### src/rtl/alu_share_arb.sv
// Time-shares one combinational ALU among NREQ requesters: IDLE grant, EXEC capture, RESP handshake.
// Optional macro ALU_SHARE_ARB_FIXED_PRIO_EN selects fixed lowest-index priority instead of round-robin.
//
// state | meaning
// IDLE  | no operation in flight; req_ready offered to the arbitration winner
// EXEC  | latched operands drive the ALU; result captured at end of cycle
// RESP  | resp_valid held to the granted requester until its resp_ready
module alu_share_arb #(
    parameter int NREQ = 2
) (
    input  logic               clk,
    input  logic               reset,
    input  logic [NREQ-1:0]    req_valid,
    output logic [NREQ-1:0]    req_ready,
    input  logic [NREQ*32-1:0] req_a,
    input  logic [NREQ*32-1:0] req_b,
    input  logic [NREQ*4-1:0]  req_f,
    input  logic [NREQ*5-1:0]  req_shamt,
    output logic [NREQ-1:0]    resp_valid,
    input  logic [NREQ-1:0]    resp_ready,
    output logic [31:0]        resp_y,
    output logic               resp_err,
    output logic               busy,
    output logic [31:0]        alu_a,
    output logic [31:0]        alu_b,
    output logic [3:0]         alu_f,
    output logic [4:0]         alu_shamt,
    input  logic [31:0]        alu_y
);

    localparam int IW = (NREQ > 2) ? 2 : 1;

    typedef enum logic [1:0] {
        IDLE = 2'd0,
        EXEC = 2'd1,
        RESP = 2'd2
    } state_t;

    state_t        state;
    logic [IW-1:0] gnt;
    logic [IW-1:0] winner;
    logic          found;
    logic          accept;

    function automatic logic f_unsupported(input logic [3:0] f);
        case (f)
            4'b0000, 4'b0100, 4'b0001, 4'b0101, 4'b0010,
            4'b0110, 4'b0111, 4'b0011, 4'b1110: f_unsupported = 1'b0;
            default:                            f_unsupported = 1'b1;
        endcase
    endfunction

`ifdef ALU_SHARE_ARB_FIXED_PRIO_EN
    // Descending scan so the lowest asserted index is the last (winning) assignment.
    always_comb begin
        winner = '0;
        found  = 1'b0;
        for (int k = NREQ - 1; k >= 0; k--) begin
            if (req_valid[k]) begin
                winner = IW'(k);
                found  = 1'b1;
            end
        end
    end
`else
    logic [IW-1:0] rr;
    logic [IW-1:0] idx;
    logic [IW-1:0] rr_next;

    always_comb begin
        winner = '0;
        found  = 1'b0;
        idx    = '0;
        for (int k = 0; k < NREQ; k++) begin
            idx = IW'((int'(rr) + k) % NREQ);
            if (!found && req_valid[idx]) begin
                winner = idx;
                found  = 1'b1;
            end
        end
    end

    assign rr_next = (winner == IW'(NREQ - 1)) ? '0 : winner + 1'b1;
`endif

    assign accept    = (state == IDLE) && found;
    assign req_ready = accept ? (NREQ'(1) << winner) : '0;

    always_ff @(posedge clk) begin
        if (reset) begin
            state      <= IDLE;
            gnt        <= '0;
            resp_valid <= '0;
            resp_y     <= '0;
            resp_err   <= 1'b0;
            busy       <= 1'b0;
            alu_a      <= '0;
            alu_b      <= '0;
            alu_f      <= '0;
            alu_shamt  <= '0;
`ifndef ALU_SHARE_ARB_FIXED_PRIO_EN
            rr         <= '0;
`endif
        end else begin
            case (state)
                IDLE: begin
                    if (accept) begin
                        gnt       <= winner;
                        alu_a     <= req_a[32*winner +: 32];
                        alu_b     <= req_b[32*winner +: 32];
                        alu_f     <= req_f[4*winner +: 4];
                        alu_shamt <= req_shamt[5*winner +: 5];
                        busy      <= 1'b1;
                        state     <= EXEC;
`ifndef ALU_SHARE_ARB_FIXED_PRIO_EN
                        rr        <= rr_next;
`endif
                    end
                end
                EXEC: begin
                    resp_y     <= alu_y;
                    resp_err   <= f_unsupported(alu_f);
                    resp_valid <= NREQ'(1) << gnt;
                    state      <= RESP;
                end
                RESP: begin
                    if (resp_ready[gnt]) begin
                        resp_valid <= '0;
                        busy       <= 1'b0;
                        state      <= IDLE;
                    end
                end
                default: begin
                    resp_valid <= '0;
                    busy       <= 1'b0;
                    state      <= IDLE;
                end
            endcase
        end
    end

endmodule
### config.mk
export PLATFORM = sky130hd
export DESIGN_NAME = alu_share_arb
export DESIGN_NICKNAME = d
export VERILOG_FILES = /design/src/rtl/alu_share_arb.sv
export SDC_FILE = /design/constraint.sdc
export NUM_CORES = 1
export LEC_CHECK = 0
export CAP_MARGIN = 25
export CORE_MARGIN = 4
export CORE_UTILIZATION = 38
export DETAILED_ROUTE_END_ITERATION = 16
export PLACE_DENSITY = 0.81
export REMOVE_ABC_BUFFERS = 1
export SYNTH_ARGS = -nofsm -noshare
export SYNTH_HDL_FRONTEND = slang
export SYNTH_SLANG_ARGS = --single-unit
### constraint.sdc
create_clock -name clk -period 1.6 [get_ports clk]
set_clock_uncertainty 0.2 [all_clocks]
set_input_delay 0.24 -clock clk [delete_from_list [all_inputs] [get_ports clk]]
set_output_delay 0.24 -clock clk [all_outputs]
set_load 0.03 [all_outputs]
==> results of run 1 <==
## sequential cells by signal, summed over array words and instances (netlist names), 2 cells and up
register,count
state,2
resp_valid,2
alu_shamt,5
alu_a,32
resp_y,32
alu_b,32
alu_f,4
## layer usage
metal / vias up / part of all wire, % / track usage, % / wire length (µm)
met5: - / 0 / 0 / 0
met4: 0 / 3.2 / 10.43 / 695
met3: 55 / 11 / 11.28 / 2461
met2: 344 / 49 / 46.34 / 10670
met1: 2962 / 37 / 29.50 / 8061
li1: 2868 / - / - / -
## kinds of logic (layout without fill, tap and decap cells)
group / count (synthesis) / after routing
compound gates: 192 / 192
buf+inv: 82 / 379
flops: 113 / 113
mux: 2 / 2
simple gates: 227 / 227
## layout make-up
| class | count | area [µm²] |
|---|---|---|
| clock buffer | 24 | 521.8 |
| clock inverter | 8 | 146.4 |
| fill | 997 | 3812 |
| inverter | 4 | 15.01 |
| multi-input combinational | 421 | 2326 |
| sequential | 113 | 2271 |
| tap | 172 | 215.2 |
| timing repair buffer | 343 | 3363 |
## what timing repair did
| item | CTS | global route |
|---|---|---|
| buffers inserted | 4 | 2 |
| hold endpoints to repair | 1 | 0 |
| gates resized for setup | 192 | 157 |
| hold buffers | 1 | 0 |
| gates cloned | 0 | 5 |
| endpoints found under the setup margin | 126 | 140 |
| pin swaps | 3 | 5 |
## cells in the final DEF (no fill, tap or decap), drive strengths merged, types with 2 or more instances in the layout
cell type	n
clkdlybuf4s50	180
dfxtp	113
clkbuf	80
o21ai	77
nand3	74
nand4	73
a31oi	73
nand2	67
clkdlybuf4s15	52
buf	51
a21oi	36
bufinv	4
inv	4
nor2	3
nor2b	3
clkinv	3
nor3	2
o21bai	2
dlygate4sd2	2
nand2b	2
## worst min path at each step
stage | startpoint | endpoint | slack [ns]
after floorplan | reset | gnt$_SDFFE_PP0P_ | 0.11
after global placement | resp_err$_SDFFE_PP0N_ | resp_err$_SDFFE_PP0N_ | 0.24
after detailed placement | resp_y[11]$_SDFFE_PP0N_ | resp_y[11]$_SDFFE_PP0N_ | 0.25
after CTS | req_valid[0] | gnt$_SDFFE_PP0P_ | 0.08
after global routing | req_valid[0] | gnt$_SDFFE_PP0P_ | 0.1
final | req_valid[0] | gnt$_SDFFE_PP0P_ | 0.09
## metrics by stage
step | instances | worst slack [ns]
finish | 1085 | -0.1655
global route | 1085 | -0.2371
floorplan | 538 | -2.063
global placement | 1042 | 0.03164
CTS | 1079 | -0.2201
detailed placement | 1042 | -0.006631
## cells in the mapped netlist
cell	number	share of area [%]
o21ba_2	1	0.20
nand2b_1	2	0.25
or2_4	1	0.18
a211oi_2	1	0.25
buf_6	2	0.46
o211ai_1	1	0.15
buf_4	11	1.7
o32a_1	1	0.20
nand3_1	74	7.5
mux2_2	1	0.23
nor2_1	2	0.15
nor2b_1	3	0.38
mux2i_1	1	0.20
nor2_2	1	0.13
clkbuf_4	1	0.15
nor3b_1	1	0.15
o21ai_1	21	2.1
o21bai_1	2	0.30
clkbuf_2	1	0.10
buf_2	30	3.0
inv_1	4	0.30
buf_1	1	0.076
a31oi_1	73	9.3
nand4_1	73	9.3
nand2_1	67	5.1
dfxtp_1	113	46
nor3_1	2	0.20
o21ai_0	56	5.7
clkbuf_1	32	2.4
a21oi_1	36	3.7
and3b_1	1	0.18
## worst max-delay path, delay by kind of cell (launching register included)
kind,cells,cell delay [ns]
buf+inv,2,0.21
flops,1,0.36
compound gates,1,0.21
simple gates,1,0.12
## power breakdown
group	switching (mW)	total, mW	leakage, nW	internal [mW]
clock network	1.35	4.24	0.328	2.89
logic	1.53	2.74	2.06	1.22
registers	0.150	3.22	0.930	3.07
total	3.03	10.2	3.32	7.18
==> results by group, run 1 <==
Setup path
  • Worst r2r src: state[0]$_SDFFE_PP0P_
  • CP max-delay cell: dfxtp_4
  • R2R depth: 5
  • Critical Path RT: 1.16 ns
  • Max FO, Critical Path: 3
  • Peak per-stage delay on the critical path: 0.36 ns
  • R2r endpoint: alu_b[0]$_SDFFE_PP0P_
  • Crit path kind: reg2out
  • Crit. Startpoint: state[0]$_SDFFE_PP0P_
  • Critical path endpoint category: output port
  • Worst path cell trace: a211oi_4 -> nand2_1 -> inv_2 -> buf_6
  • Worst setup endpoint: req_ready[0]
  • R2r setup slk: -0.03 ns
  • Startpoint types: flip-flop
  • Crit path DAT: 1.33 ns

Global route
  • Vias in the first global route: between 6,000 and 7,000
  • First-pass GRT wire length: between 30 and 40 mm
  • GRT Overall Usage: 26.94%
  • Largest net degree at the start of global routing: 48
  • Total gr overflow: 0
  • Initial antenna violation count: 0

Power
  • Power after layout: 10.20 mW
  • Pleak: 3.318 nW
  • PD cells: 1152 mW/mm²
  • Peak supply drop: roughly 0.6 mV

Detailed routing
  • Detailed Route WL: 21.88 mm
  • Drt via density: 5.741
  • Final antenna-violating net count: 0
  • Remaining DRCs: 0
  • Drt initial violations: 500
  • Wire length per cell: approximately 20 µm
  • DRT Pass-1 Iters: 5
  • Vias: 6,229

Timing
  • Fin crit period: 1.766 ns
  • Setup ws final: -0.1655 ns
  • # setup viols final: 3
  • FMAX: 0.5664 GHz
  • Final Hold Slack: between 0.08 and 0.09 ns
  • Unrepaired setup endpoints after global routing: yes
  • Fin crit share: 110.3%
  • Max Transition Viols Final: 0
  • Slew Limit Headroom: 78.52%
  • Final Hold Vio Count: 0
  • Slew of the pin with the lowest slew margin: 0.3222 ns
  • Setup TNS: -0.2395 ns

Placed design
  • IO Port Bufs: between 200 and 300
  • DP Area: 0.008205 mm²
  • DP Wirelength: 14.52 mm
  • GPL Wtd Cong: 0.8438

Floorplanning
  • Die X: 121.9 µm
  • CORE AREA: roughly 0.013 mm²
  • Std cell rows: slightly above 40
  • Chip Height: between 100 and 150 µm
  • Die ar.: 0.01485 mm²
  • Initial Util: between 30% and 40%
  • I/O Pins: 295

Synthesis
  • Mapped Avg Cell Area: 7.997 µm²
  • Netlist Area Pre-Place: 0.004926 mm²
  • Synth Area in Simple Gates: a little under a quarter
  • #FFs+latches synth: 113
  • Complex-gate fraction of the synthesized area: 21.87%
  • Largest family of logic cells by synthesized area: simple AND/OR/NAND/NOR gates
  • Register area share after synthesis: 45.92%
  • Synth Warn #: 0
  • Netlist cell types: 31
  • Post-Synth Adder-Cell Area: 0%
  • Post-synthesis xor/xnor area fraction: 0%
  • Multiplexer area fraction after synthesis: less than 1%
  • Post-Synthesis Cells: 616

Cells and area
  • Finished Cell Area: 0.008859 mm²
  • Finished Core Util: 69.91%
  • Diode count: 0
  • Share of cells above drive strength 1: 19.17%
  • Nets: ~1,100
  • Area growth syn-to-layout: 79.83%

Clock network
  • Cts bufs inserted: 17
  • CTS Buffer Depth: 2
  • CTS tree: built
  • Total clock sinks: 113
  • Clk pin slew, worst setup/hold paths: 0.05 ns
  • Clock Latency Late Sink: 0.41 ns
  • H-tree depth: 4
  • CTS root buf: clkbuf_16

Worst hold path
  • Hold path cells: 4
  • Hold Crit Class: in2reg

Status
  • Failing checks: negative setup slack
  • Status: finished, violations left

Flow run
  • Max-cap violation count: 0
(Power assumes the default switching activity.)
==> inputs of run 2 (changes only) <==
Settings changed: ABC_CLOCK_PERIOD_IN_PS from default to 1600.
==> results of run 2 <==
The final DEF is identical to that of run 1; final timing and power are the same.
==> inputs of run 3 (changes only) <==
Settings changed: ABC_CLOCK_PERIOD_IN_PS 1600 to default.
==> results of run 3 <==
The final DEF is identical to that of run 1; final timing and power are the same.
